[src/rtl/eight_sign_mul.sv]
// Sign-magnitude 8x8 multiplier, two register stages.
// Ports: a/b magnitudes, asign/bsign signs, clk, rst_n (sync, low); m/sign product.
module eight_sign_mul (
  input  logic [7:0]  a,
  input  logic [7:0]  b,
  input  logic        clk,
  input  logic        asign,
  input  logic        bsign,
  output logic [15:0] m,
  output logic        sign,
  input  logic        rst_n
);

  logic [7:0]  a_r;
  logic [7:0]  b_r;
  logic        as_r;
  logic        bs_r;
  logic [15:0] acc [8];
  logic        sign_next;

  always_ff @(posedge clk) begin
    if (!rst_n) begin
      a_r  <= '0;
      b_r  <= '0;
      as_r <= 1'b0;
      bs_r <= 1'b0;
    end else begin
      a_r  <= a;
      b_r  <= b;
      as_r <= asign;
      bs_r <= bsign;
    end
  end

  assign acc[0] = {8'b0, a_r & {8{b_r[0]}}};

  // Each row folds one shifted partial product into the running sum
  // with a ripple chain; bit 0 has no carry-in, so it is a half adder.
  for (genvar i = 1; i < 8; i++) begin : g_row
    logic [15:0] pp;
    logic [15:0] c;
    assign pp   = {8'b0, a_r & {8{b_r[i]}}} << i;
    assign c[0] = 1'b0;
    for (genvar j = 0; j < 16; j++) begin : g_bit
      assign acc[i][j] = acc[i-1][j] ^ pp[j] ^ c[j];
      if (j < 15) begin : g_cy
        assign c[j+1] = (acc[i-1][j] & pp[j])
                      | (acc[i-1][j] & c[j])
                      | (pp[j] & c[j]);
      end
    end
  end

  // A zero product is always reported positive.
  assign sign_next = (as_r ^ bs_r) & (|acc[7]);

  always_ff @(posedge clk) begin
    if (!rst_n) begin
      m    <= '0;
      sign <= 1'b0;
    end else begin
      m    <= acc[7];
      sign <= sign_next;
    end
  end

endmodule

[config.mk]
export PLATFORM = sky130hd
export DESIGN_NAME = eight_sign_mul
export DESIGN_NICKNAME = d
export VERILOG_FILES = /design/src/rtl/eight_sign_mul.sv
export SDC_FILE = /design/constraint.sdc
export NUM_CORES = 1
export LEC_CHECK = 0
export ABC_CLOCK_PERIOD_IN_PS = 10600
export BUFFER_PORTS_ARGS = -buffer_cell sky130_fd_sc_hd__buf_4
export CORE_ASPECT_RATIO = 1.5
export CORE_UTILIZATION = 52
export DETAILED_ROUTE_END_ITERATION = 8
export PLACE_DENSITY_LB_ADDON = 0.1
export SLEW_MARGIN = 40
export SYNTH_ARGS = -nofsm -noshare
export SYNTH_HDL_FRONTEND = slang
export SYNTH_SLANG_ARGS = --single-unit
[constraint.sdc]
create_clock -name clk -period 10.6 [get_ports clk]
set_input_delay 3.18 -clock clk [delete_from_list [all_inputs] [get_ports clk]]
set_output_delay 3.18 -clock clk [all_outputs]
set_load 0.02 [all_outputs]
==> reports/summary.txt, run 1 <==
RUN STATUS
----------------------------------------------------------------------------------
Outcome ............................................................. finished with violations
Failing checks ......................................................          DRC

GLOBAL ROUTING
----------------------------------------------------------------------------------
Global router's overall resource usage ..............................        19.2%
Number of global-route vias before repair ...........................        1,698
Gr ovfl total .......................................................            0
Wire length of the first global-routing pass ........................      7.18 mm
Pin count of the biggest net entering global routing ................           36
Number of antenna violations at the first check in global routing ...            0

CRITICAL PATH
----------------------------------------------------------------------------------
CP Capture Type .....................................................     register
Maximum fanout count along the critical path ........................            8
CP max-delay cell ...................................................         fa_1
Maximum single-stage delay on the critical path .....................      0.57 ns
Startpoint type of the worst setup path .............................     register
Worst reg2reg startpoint ............................................       b_r[1]
Data required, critical path ........................................     10.76 ns
Library cell appearing most often on the critical path ..............         fa_1
Top cell family by delay on the critical path .......................  adder cells
Critical path origin ................................................       b_r[1]
Worst Setup Path Type ............................................... register to register
Number of buffer and inverter stages on the critical path ...........            1
Data arrival, critical path .........................................     10.32 ns
Cell depth of the worst setup path ..................................           25
Depth of the most critical reg-to-reg path ..........................           25

ROUTING
----------------------------------------------------------------------------------
Routed via count ....................................................        1,541
DRT Wirelength ......................................................      3.81 mm
Drt via density .....................................................         4.85
DRC Markers .........................................................            3
Violation count after the first detailed-routing iteration ..........           28
Final antenna-violating net count ...................................            0
Average routed wire per standard cell ...............................      12.0 µm
First-pass iteration count of the detailed router ...................            8

PLACEMENT
----------------------------------------------------------------------------------
Count of input and output buffers ...................................           36
Post-detail-place hpwl ..............................................      3.18 mm
Global placer's final weighted congestion ...........................        0.751

TIMING
----------------------------------------------------------------------------------
Actual slew at the worst max-slew pin ...............................     0.257 ns
Setup repair after global routing missed its margin .................        false
Setup Total Neg Slack ...............................................         0 ns
Max frequency .......................................................   0.0984 GHz
Final Hold Vio Count ................................................            0
Final min period ....................................................     10.16 ns
Skew final ..........................................................    0.0108 ns
Max-slew violation count ............................................            0
Number of setup violations in the final report ......................            0
Worst rel slew slack ................................................        82.8%
Fraction of the cycle the final worst path needs ....................        95.8%

CTS
----------------------------------------------------------------------------------
CTS H-tree depth ....................................................            2
Number of clock buffers inserted by TritonCTS .......................            5
Clk pin slew, worst setup/hold paths ................................      0.08 ns
Hold-fix buffer count after cts .....................................            0
Post-CTS Setup Bufs .................................................            0
Later-pin clock latency in the skew report ..........................      0.29 ns
Maximum clock path buffer count .....................................            2
Number of sinks on the clock net ....................................           35
Root Driver .........................................................     clkbuf_8
CTS tree ............................................................        built

YOSYS
----------------------------------------------------------------------------------
Cell accounting for the most synthesized area .......................         fa_1
Number of cells produced by synthesis ...............................          214
Async SR Flop Fraction ..............................................           0%
Number of enable-type register cells in the synthesized netlist .....            0
Register area share after synthesis .................................        28.6%
Synthesis warning total .............................................            0
Most instantiated library cell after synthesis ......................       and2_1
Number of different library cells in the post-synthesis netlist .....           17
Number of flip-flops and latches in the synthesized netlist .........           35
Post-synthesis cell area ............................................  0.00245 mm²
Fraction of post-synthesis cell area in the top cell type by area ...        39.2%
Top cells by area in the synthesized netlist ........................ fa_1, dfxtp_1, and2_1, ha_1, nand2_1
Synthesized Nets ....................................................          290
Synth Flop Type .....................................................      dfxtp_1
Mean instance size in the synthesized netlist .......................     11.5 µm²
Top cell types by occurrence after synthesis ........................ and2_1, fa_1, dfxtp_1, nand2_1, inv_1

DIE
----------------------------------------------------------------------------------
Placeable core region ...............................................  0.00454 mm²
Starting density of the core ........................................        54.0%
Ports placed on the boundary ........................................           37
Die Y ...............................................................      86.1 µm
Horizontal die dimension ............................................      58.1 µm
Number of standard-cell rows in the floorplan .......................           30
Full die area .......................................................  0.00500 mm²

POWER
----------------------------------------------------------------------------------
Power per unit of standard cell area ................................   108 mW/mm²
Max VDD drop ........................................................      73.3 µV
Sum of internal, switching and leakage power ........................     0.311 mW
Pleak ...............................................................      1.36 nW

JOB
----------------------------------------------------------------------------------
Max-capacitance violation count .....................................            0

FINAL LAYOUT
----------------------------------------------------------------------------------
Signed area change from the synthesized netlist to the final layout .        17.2%
Antenna Diode Count .................................................            0
Layout net count ....................................................          329
Fraction of layout instances using a drive strength above 1 .........        17.7%
End-of-flow core utilization ........................................        63.3%

MIN PATH
----------------------------------------------------------------------------------
Kind of path behind the tightest hold check ......................... register to register
Min-Delay Startpoint ................................................         bs_r
Worst hold path stage count .........................................            3

-- placed cells by master (no fill, tap or decap) --
| cell type | instances |
|---|---|
| a21oi_1 | 1 |
| a31oi_1 | 1 |
| and2_1 | 73 |
| and2_2 | 1 |
| and3_1 | 1 |
| buf_4 | 36 |
| clkbuf_1 | 1 |
| clkbuf_8 | 5 |
| clkinv_2 | 1 |
| clkinvlp_4 | 1 |
| dfxtp_1 | 34 |
| dfxtp_2 | 1 |
| fa_1 | 48 |
| ha_1 | 8 |
| inv_1 | 13 |
| nand2_1 | 15 |
| nand4_1 | 2 |
| nor2_1 | 1 |
| nor2b_1 | 8 |
| nor3_1 | 1 |
| or4_1 | 1 |
| xor2_1 | 1 |
-- registers in the layout, summed over array words and instances (netlist names) --
name,count
sign,1
b_r,8
a_r,8
bs_r,1
as_r,1
m,16
-- report_power, final --
| group | leakage (nW) | switching (mW) | internal [mW] |
|---|---|---|---|
| logic | 1.03 | 0.0346 | 0.0340 |
| clock network | 0.0412 | 0.0482 | 0.0459 |
| registers | 0.290 | 0.00758 | 0.141 |
| total | 1.36 | 0.0904 | 0.221 |
-- repair_timing --
action,CTS,global route
endpoints found under the setup margin,0,1
resized for setup,0,1
hold endpoints to repair,0,0
-- worst reg2reg max path, cell delays in order (launching register included) --
cell     delay (ns)
dfxtp_1        0.38
and2_1         0.19
ha_1           0.22
fa_1           0.46
fa_1           0.50
fa_1           0.40
fa_1           0.46
fa_1           0.46
fa_1           0.57
fa_1           0.43
fa_1           0.42
fa_1           0.47
fa_1           0.46
fa_1           0.56
fa_1           0.44
fa_1           0.45
fa_1           0.43
fa_1           0.46
fa_1           0.54
inv_1          0.05
fa_1           0.43
fa_1           0.39
fa_1           0.52
nand4_1        0.10
a21oi_1        0.15
a31oi_1        0.10
-- routing by layer --
metal / routed length, µm / track usage [%]
met2: 2160 / 35.6
met5: 0 / 0
met1: 1360 / 19.7
met4: 148 / 9.31
met3: 144 / 4.52
-- path summary, 6_finish.rpt --
kind	end	slack [ns]
setup reg to reg	sign	0.44
hold reg to reg	sign	0.53
setup / recovery	sign	0.44
hold / removal	sign	0.53
-- final cells by class --
cell class              instances  area, µm²
clock buffers                   6       72.6
fillers                       398       1670
well taps                      64       80.1
repair buffers                 36        270
clock inverters                 2       12.5
multi-input cells             162       1690
inverters                      13       48.8
flip-flops and latches         35        702
-- logic make-up after synthesis --
logic type	count (synthesis)	synth area share, %
simple gates	103	24.7
fa+ha+maj	56	43.3
flops	35	28.6
buf+inv	17	2.60
compound gates	2	0.459
xor+xnor	1	0.357
-- stage by stage --
step	hold slack, ns	setup WS (ns)	std cells	instance area [µm²]
final	0.529	0.440	318	2870
after global routing	0.534	0.0244	318	2870
after CTS	0.525	0.346	318	2870
after detailed placement	0.509	0.360	310	2790
after global placement	0.515	0.536	310	2790
after floorplan	0.490	0.780	214	2450
(Power assumes the default switching activity.)
==> run 2: changes to the inputs <==
- CORE_UTILIZATION: 52 -> 53
- CTS_BUF_LIST: not set -> sky130_fd_sc_hd__clkbuf_8
==> reports/summary.txt, run 2 (synthesis results as in run 1) <==
TIMING
-------------------------------------------------------------------------------------
Actual slew at the worst max-slew pin ..................................     0.259 ns   +0.00279 ns
Final Hold Vio Count ...................................................            0   unchanged
Max frequency ..........................................................   0.0985 GHz   about the same
Max-slew violation count ...............................................            0   unchanged
Skew final .............................................................   0.00941 ns   -0.00135 ns
Setup Total Neg Slack ..................................................         0 ns   unchanged
Number of setup violations in the final report .........................            0   unchanged
Fraction of the cycle the final worst path needs .......................        95.8%   about the same
Setup repair after global routing missed its margin ....................        false
Worst rel slew slack ...................................................        82.7%   about the same
Final min period .......................................................     10.15 ns   -0.00740 ns

MIN PATH
-------------------------------------------------------------------------------------
Kind of path behind the tightest hold check ............................ register to register

PLACEMENT
-------------------------------------------------------------------------------------
Global placer's final weighted congestion ..............................        0.737   -1.8%
Count of input and output buffers ......................................           36   unchanged
Instance count after placement with tap cells included .................          292   -5.8%
Post-detail-place hpwl .................................................      3.16 mm   -0.74%

RUN STATUS
-------------------------------------------------------------------------------------
Outcome ................................................................ finished with violations
Failing checks .........................................................          DRC

CTS
-------------------------------------------------------------------------------------
Number of clock buffers inserted by TritonCTS ..........................            5   unchanged
Number of sinks on the clock net .......................................           35   unchanged
Hold-fix buffer count after cts ........................................            0   unchanged
CTS H-tree depth .......................................................            2   unchanged
Later-pin clock latency in the skew report .............................      0.29 ns   about the same
Clk pin slew, worst setup/hold paths ...................................      0.08 ns   about the same
CTS tree ...............................................................        built
Post-CTS Setup Bufs ....................................................            0   unchanged
Maximum clock path buffer count ........................................            2   unchanged
PostCTS Resize Cnt .....................................................            0   unchanged
Root Driver ............................................................     clkbuf_8

JOB
-------------------------------------------------------------------------------------
Max-capacitance violation count ........................................            0   unchanged

CRITICAL PATH
-------------------------------------------------------------------------------------
Worst Setup Path Type .................................................. register to register
Startpoint type of the worst setup path ................................     register
Data arrival, critical path ............................................     10.32 ns   about the same
CP Capture Type ........................................................     register
Library cell appearing most often on the critical path .................         fa_1
Data required, critical path ...........................................     10.77 ns   about the same
CP max-delay cell ......................................................         fa_1
Maximum fanout count along the critical path ...........................            8   unchanged
Maximum single-stage delay on the critical path ........................      0.59 ns   +0.02 ns

ROUTING
-------------------------------------------------------------------------------------
Final antenna-violating net count ......................................            0   unchanged
First-pass iteration count of the detailed router ......................            6   -2
Violation count after the first detailed-routing iteration .............           21   -25%
Average routed wire per standard cell ..................................      12.5 µm   +4.2%
Drt via density ........................................................         5.05   +4.3%
Routed via count .......................................................        1,516   -1.6%
DRT Wirelength .........................................................      3.75 mm   -1.7%
DRC Markers ............................................................            3   unchanged

FINAL LAYOUT
-------------------------------------------------------------------------------------
Regs by FF count ....................................................... m x16, a_r x8, b_r x8
Final cell count without fillers .......................................          300   -5.7%
Fraction of layout instances using a drive strength above 1 ............        18.1%   +0.39 points
Number of flip-flops in the largest register ...........................           16   unchanged
Biggest register .......................................................            m
Layout net count .......................................................          329   unchanged
Antenna Diode Count ....................................................            0   unchanged
Signed area change from the synthesized netlist to the final layout ....        17.4%
Most frequent standard cell in the layout excluding fill and tap cells .       and2_1
Highest-count cells in the layout ignoring fill and taps ............... and2_1, fa_1, buf_4

GLOBAL ROUTING
-------------------------------------------------------------------------------------
Gr ovfl total ..........................................................            0   unchanged
Wire length of the first global-routing pass ...........................      6.76 mm   -5.9%
Number of antenna violations at the first check in global routing ......            0   unchanged
Pin count of the biggest net entering global routing ...................           36   unchanged
Number of global-route vias before repair ..............................        1,593   -6.2%
Global router's overall resource usage .................................        18.5%   -0.78 points

DIE
-------------------------------------------------------------------------------------
Full die area ..........................................................  0.00491 mm²   -1.8%
Ports placed on the boundary ...........................................           37   unchanged
Die Y ..................................................................      85.3 µm   -0.92%
Horizontal die dimension ...............................................      57.5 µm   -0.91%
Starting density of the core ...........................................        56.8%   +2.8 points
Number of standard-cell rows in the floorplan ..........................           29   -3.3%
Placeable core region ..................................................  0.00432 mm²   -4.9%

POWER
-------------------------------------------------------------------------------------
Power per unit of standard cell area ...................................   117 mW/mm²   +8.1%
Pleak ..................................................................      1.37 nW   +1.2%
Max VDD drop ...........................................................       108 µV   +47%

run 2: worst paths after layout:
check,from,to,slack (ns),cells past startpoint
worst min-delay path,bs_r,sign,0.53,3
worst max-delay path,b_r[1],sign,0.45,25
worst min register to register,bs_r,sign,0.53,3
worst max register to register,b_r[1],sign,0.45,25
run 2: metrics by stage:
| step | setup WS, ns | total power, mW | util (%) | hold WS (ns) | cell area [µm²] |
|---|---|---|---|---|---|
| finish | 0.448 | 0.337 | 66.6 | 0.532 | 2880 |
| global route | 0.0271 | 0.356 | 66.6 | 0.567 | 2880 |
| CTS | 0.385 | 0.340 | 66.6 | 0.536 | 2880 |
| detailed placement | 0.383 | 0.221 | 64.0 | 0.525 | 2760 |
| global placement | 0.550 | 0.220 | 64.0 | 0.513 | 2760 |
| floorplan | 0.780 | 0.195 | - | 0.490 | 2450 |
run 2: where the power goes:
| group | total (mW) | leakage, nW | internal [mW] | switching, mW |
|---|---|---|---|---|
| registers | 0.148 | 0.290 | 0.141 | 0.00750 |
| clock network | 0.120 | 0.0581 | 0.0700 | 0.0503 |
| logic | 0.0683 | 1.03 | 0.0341 | 0.0342 |
run 2: area by class of cell:
| cell class | count | area, µm² |
|---|---|---|
| multi-input combinational | 162 | 1690 |
| clock inverter | 3 | 43.8 |
| sequential | 35 | 702 |
| tap | 46 | 57.6 |
| clock buffer | 5 | 68.8 |
| fill | 368 | 1440 |
| timing repair buffer | 36 | 270 |
| inverter | 13 | 48.8 |
run 2: routing by layer:
| layer | track usage, % | up-vias | routed length (µm) |
|---|---|---|---|
| li1 | - | 725 | - |
| met1 | 19.1 | 753 | 1350 |
| met2 | 35.8 | 33 | 2200 |
| met3 | 4.12 | 5 | 146 |
| met4 | 5.32 | 0 | 50 |
| met5 | 0 | - | 0 |
run 2: worst max-delay path, delay by kind of cell, from the launching register on:
family	cells	cell delay [ns]
simple gates	2	0.27
flops	1	0.37
fa+ha+maj	20	9.14
buf+inv	1	0.05
compound gates	2	0.22
==> run 3: changes to the inputs <==
- ABC_CLOCK_PERIOD_IN_PS: 10600 -> 11700
- CORE_UTILIZATION: 53 -> 64
- clock period: 10.6 -> 11.7 ns (I/O delays scaled with it)
==> reports/summary.txt, run 3 (synthesis results as in run 1) <==
TIMING
-------------------------------------------------------------------------------------
Hold slack final .......................................................     0.563 ns   +0.0316 ns
Actual slew at the worst max-slew pin ..................................     0.301 ns   +0.0412 ns
Setup Total Neg Slack ..................................................         0 ns   unchanged
Max frequency ..........................................................   0.0978 GHz   -0.74%
Number of setup violations in the final report .........................            0   unchanged
Skew final .............................................................   0.00910 ns   -0.000308 ns
Max-slew violation count ...............................................            0   unchanged
Final Hold Vio Count ...................................................            0   unchanged
Worst rel slew slack ...................................................        79.9%   -2.7 points
Fraction of the cycle the final worst path needs .......................        87.4%   -8.4 points
Setup repair after global routing missed its margin ....................        false
Final min period .......................................................     10.23 ns   +0.0762 ns

JOB
-------------------------------------------------------------------------------------
Max-capacitance violation count ........................................            0   unchanged

PLACEMENT
-------------------------------------------------------------------------------------
Count of input and output buffers ......................................           36   unchanged
Instance count after placement with tap cells included .................          289   -1.0%
Global placer's final weighted congestion ..............................        0.753   +2.1%
Post-detail-place hpwl .................................................      3.15 mm   -0.36%

CRITICAL PATH
-------------------------------------------------------------------------------------
CP Capture Type ........................................................     register
Worst Setup Path Type .................................................. register to register
Library cell appearing most often on the critical path .................         fa_1
Startpoint type of the worst setup path ................................     register
CP max-delay cell ......................................................         fa_1
Data arrival, critical path ............................................     10.40 ns   +0.08 ns
Number of buffer and inverter stages on the critical path ..............            1   unchanged
Maximum single-stage delay on the critical path ........................      0.56 ns   -0.03 ns
Data required, critical path ...........................................     11.87 ns   +1.10 ns
Maximum fanout count along the critical path ...........................            9   +1
Top cell family by delay on the critical path ..........................  adder cells

DIE
-------------------------------------------------------------------------------------
Full die area ..........................................................  0.00409 mm²   -17%
Number of standard-cell rows in the floorplan ..........................           27   -6.9%
Horizontal die dimension ...............................................      52.5 µm   -8.7%
Starting density of the core ...........................................        66.6%   +9.8 points
Die Y ..................................................................      77.8 µm   -8.8%
Ports placed on the boundary ...........................................           37   unchanged
Placeable core region ..................................................  0.00368 mm²   -15%

ROUTING
-------------------------------------------------------------------------------------
Average routed wire per standard cell ..................................      13.8 µm   +11%
Routed via count .......................................................        1,581   +4.3%
Violation count after the first detailed-routing iteration .............           16   -24%
Final antenna-violating net count ......................................            0   unchanged
DRC Markers ............................................................            0   -3
Drt via density ........................................................         5.32   +5.3%
First-pass iteration count of the detailed router ......................            4   -2
DRT Wirelength .........................................................      4.10 mm   +9.5%

FINAL LAYOUT
-------------------------------------------------------------------------------------
Fraction of layout instances using a drive strength above 1 ............        17.3%   -0.79 points
Regs by FF count ....................................................... m x16, a_r x8, b_r x8
Highest-count cells in the layout ignoring fill and taps ............... and2_1, fa_1, buf_4
Final cell count without fillers .......................................          297   -1.0%
Most frequent standard cell in the layout excluding fill and tap cells .       and2_1
Antenna Diode Count ....................................................            0   unchanged
Signed area change from the synthesized netlist to the final layout ....        16.7%
Number of flip-flops in the largest register ...........................           16   unchanged
Biggest register .......................................................            m
Layout net count .......................................................          329   unchanged

RUN STATUS
-------------------------------------------------------------------------------------
Outcome ................................................................ finished clean

CTS
-------------------------------------------------------------------------------------
Post-CTS Setup Bufs ....................................................            0   unchanged
Later-pin clock latency in the skew report .............................      0.29 ns   about the same
Root Driver ............................................................     clkbuf_8
CTS H-tree depth .......................................................            2   unchanged
CTS tree ...............................................................        built
Number of sinks on the clock net .......................................           35   unchanged
Number of clock buffers inserted by TritonCTS ..........................            5   unchanged
Maximum clock path buffer count ........................................            2   unchanged
Hold-fix buffer count after cts ........................................            0   unchanged
Clk pin slew, worst setup/hold paths ...................................      0.07 ns   about the same
PostCTS Resize Cnt .....................................................            0   unchanged

POWER
-------------------------------------------------------------------------------------
Cell internal pwr ......................................................     0.212 mW   -14%
Sum of internal, switching and leakage power ...........................     0.294 mW   -13%
Combinational share of power ...........................................        21.5%   +1.2 points
Switching part of the total ............................................        27.9%   +0.61 points
Max VDD drop ...........................................................      94.1 µV   -13%
Part of the total power dissipated in sequential elements ..............        45.8%   +1.8 points
Part of the total power dissipated in the clock network ................        32.6%   -3.1 points
Power per unit of standard cell area ...................................   103 mW/mm²   -12%
Pleak ..................................................................      1.37 nW   -0.20%
Power spent charging and discharging nets ..............................    0.0820 mW   -11%

MIN PATH
-------------------------------------------------------------------------------------
Kind of path behind the tightest hold check ............................ register to register

GLOBAL ROUTING
-------------------------------------------------------------------------------------
Number of antenna violations at the first check in global routing ......            0   unchanged
Number of global-route vias before repair ..............................        1,812   +14%
Gr ovfl total ..........................................................            0   unchanged
Pin count of the biggest net entering global routing ...................           36   unchanged
Global router's overall resource usage .................................        25.9%   +7.4 points
Wire length of the first global-routing pass ...........................      7.65 mm   +13%

run 3: final timing paths:
path	startpoint	to	slack, ns	cells after the start
setup / recovery	b_r[0]	sign	1.47	25
hold / removal	bs_r	sign	0.56	3
setup reg to reg	b_r[0]	sign	1.47	25
hold reg to reg	bs_r	sign	0.56	3
run 3: power by group through the flow:
stage                     registers [mW]  logic, mW  clock network [mW]
final                              0.135     0.0633              0.0959
after global routing               0.136     0.0716               0.105
after CTS                          0.135     0.0642              0.0979
after detailed placement           0.137     0.0632                   0
after global placement             0.137     0.0606                   0
after floorplan                    0.141     0.0355                   0
run 3: area by class of cell:
type | count | area [µm²]
tap | 43 | 53.8
clock inverter | 1 | 3.75
timing repair buffer | 36 | 270
fill | 247 | 822
sequential | 35 | 701
multi-input combinational | 162 | 1690
clock buffer | 7 | 96.3
inverter | 13 | 48.8
run 3: layer usage:
metal	routed length [µm]	vias up	track usage (%)
met5	0	-	0
met3	151	15	5.88
met4	132	0	12.1
li1	-	723	-
met1	1440	797	29.2
met2	2380	46	44.4
run 3: worst min-delay path, stage by stage (launching register included):
cell     delay [ns]
dfxtp_1        0.32
xor2_1         0.08
nand2_1        0.08
a31oi_1        0.04
run 3: stage by stage:
step | util (%) | setup slack [ns] | area (µm²)
detailed placement | 75.0 | 1.49 | 2760
global placement | 75.0 | 1.64 | 2760
global route | 77.7 | 1.07 | 2860
floorplan | - | 1.88 | 2450
CTS | 77.7 | 1.45 | 2860
finish | 77.7 | 1.47 | 2860
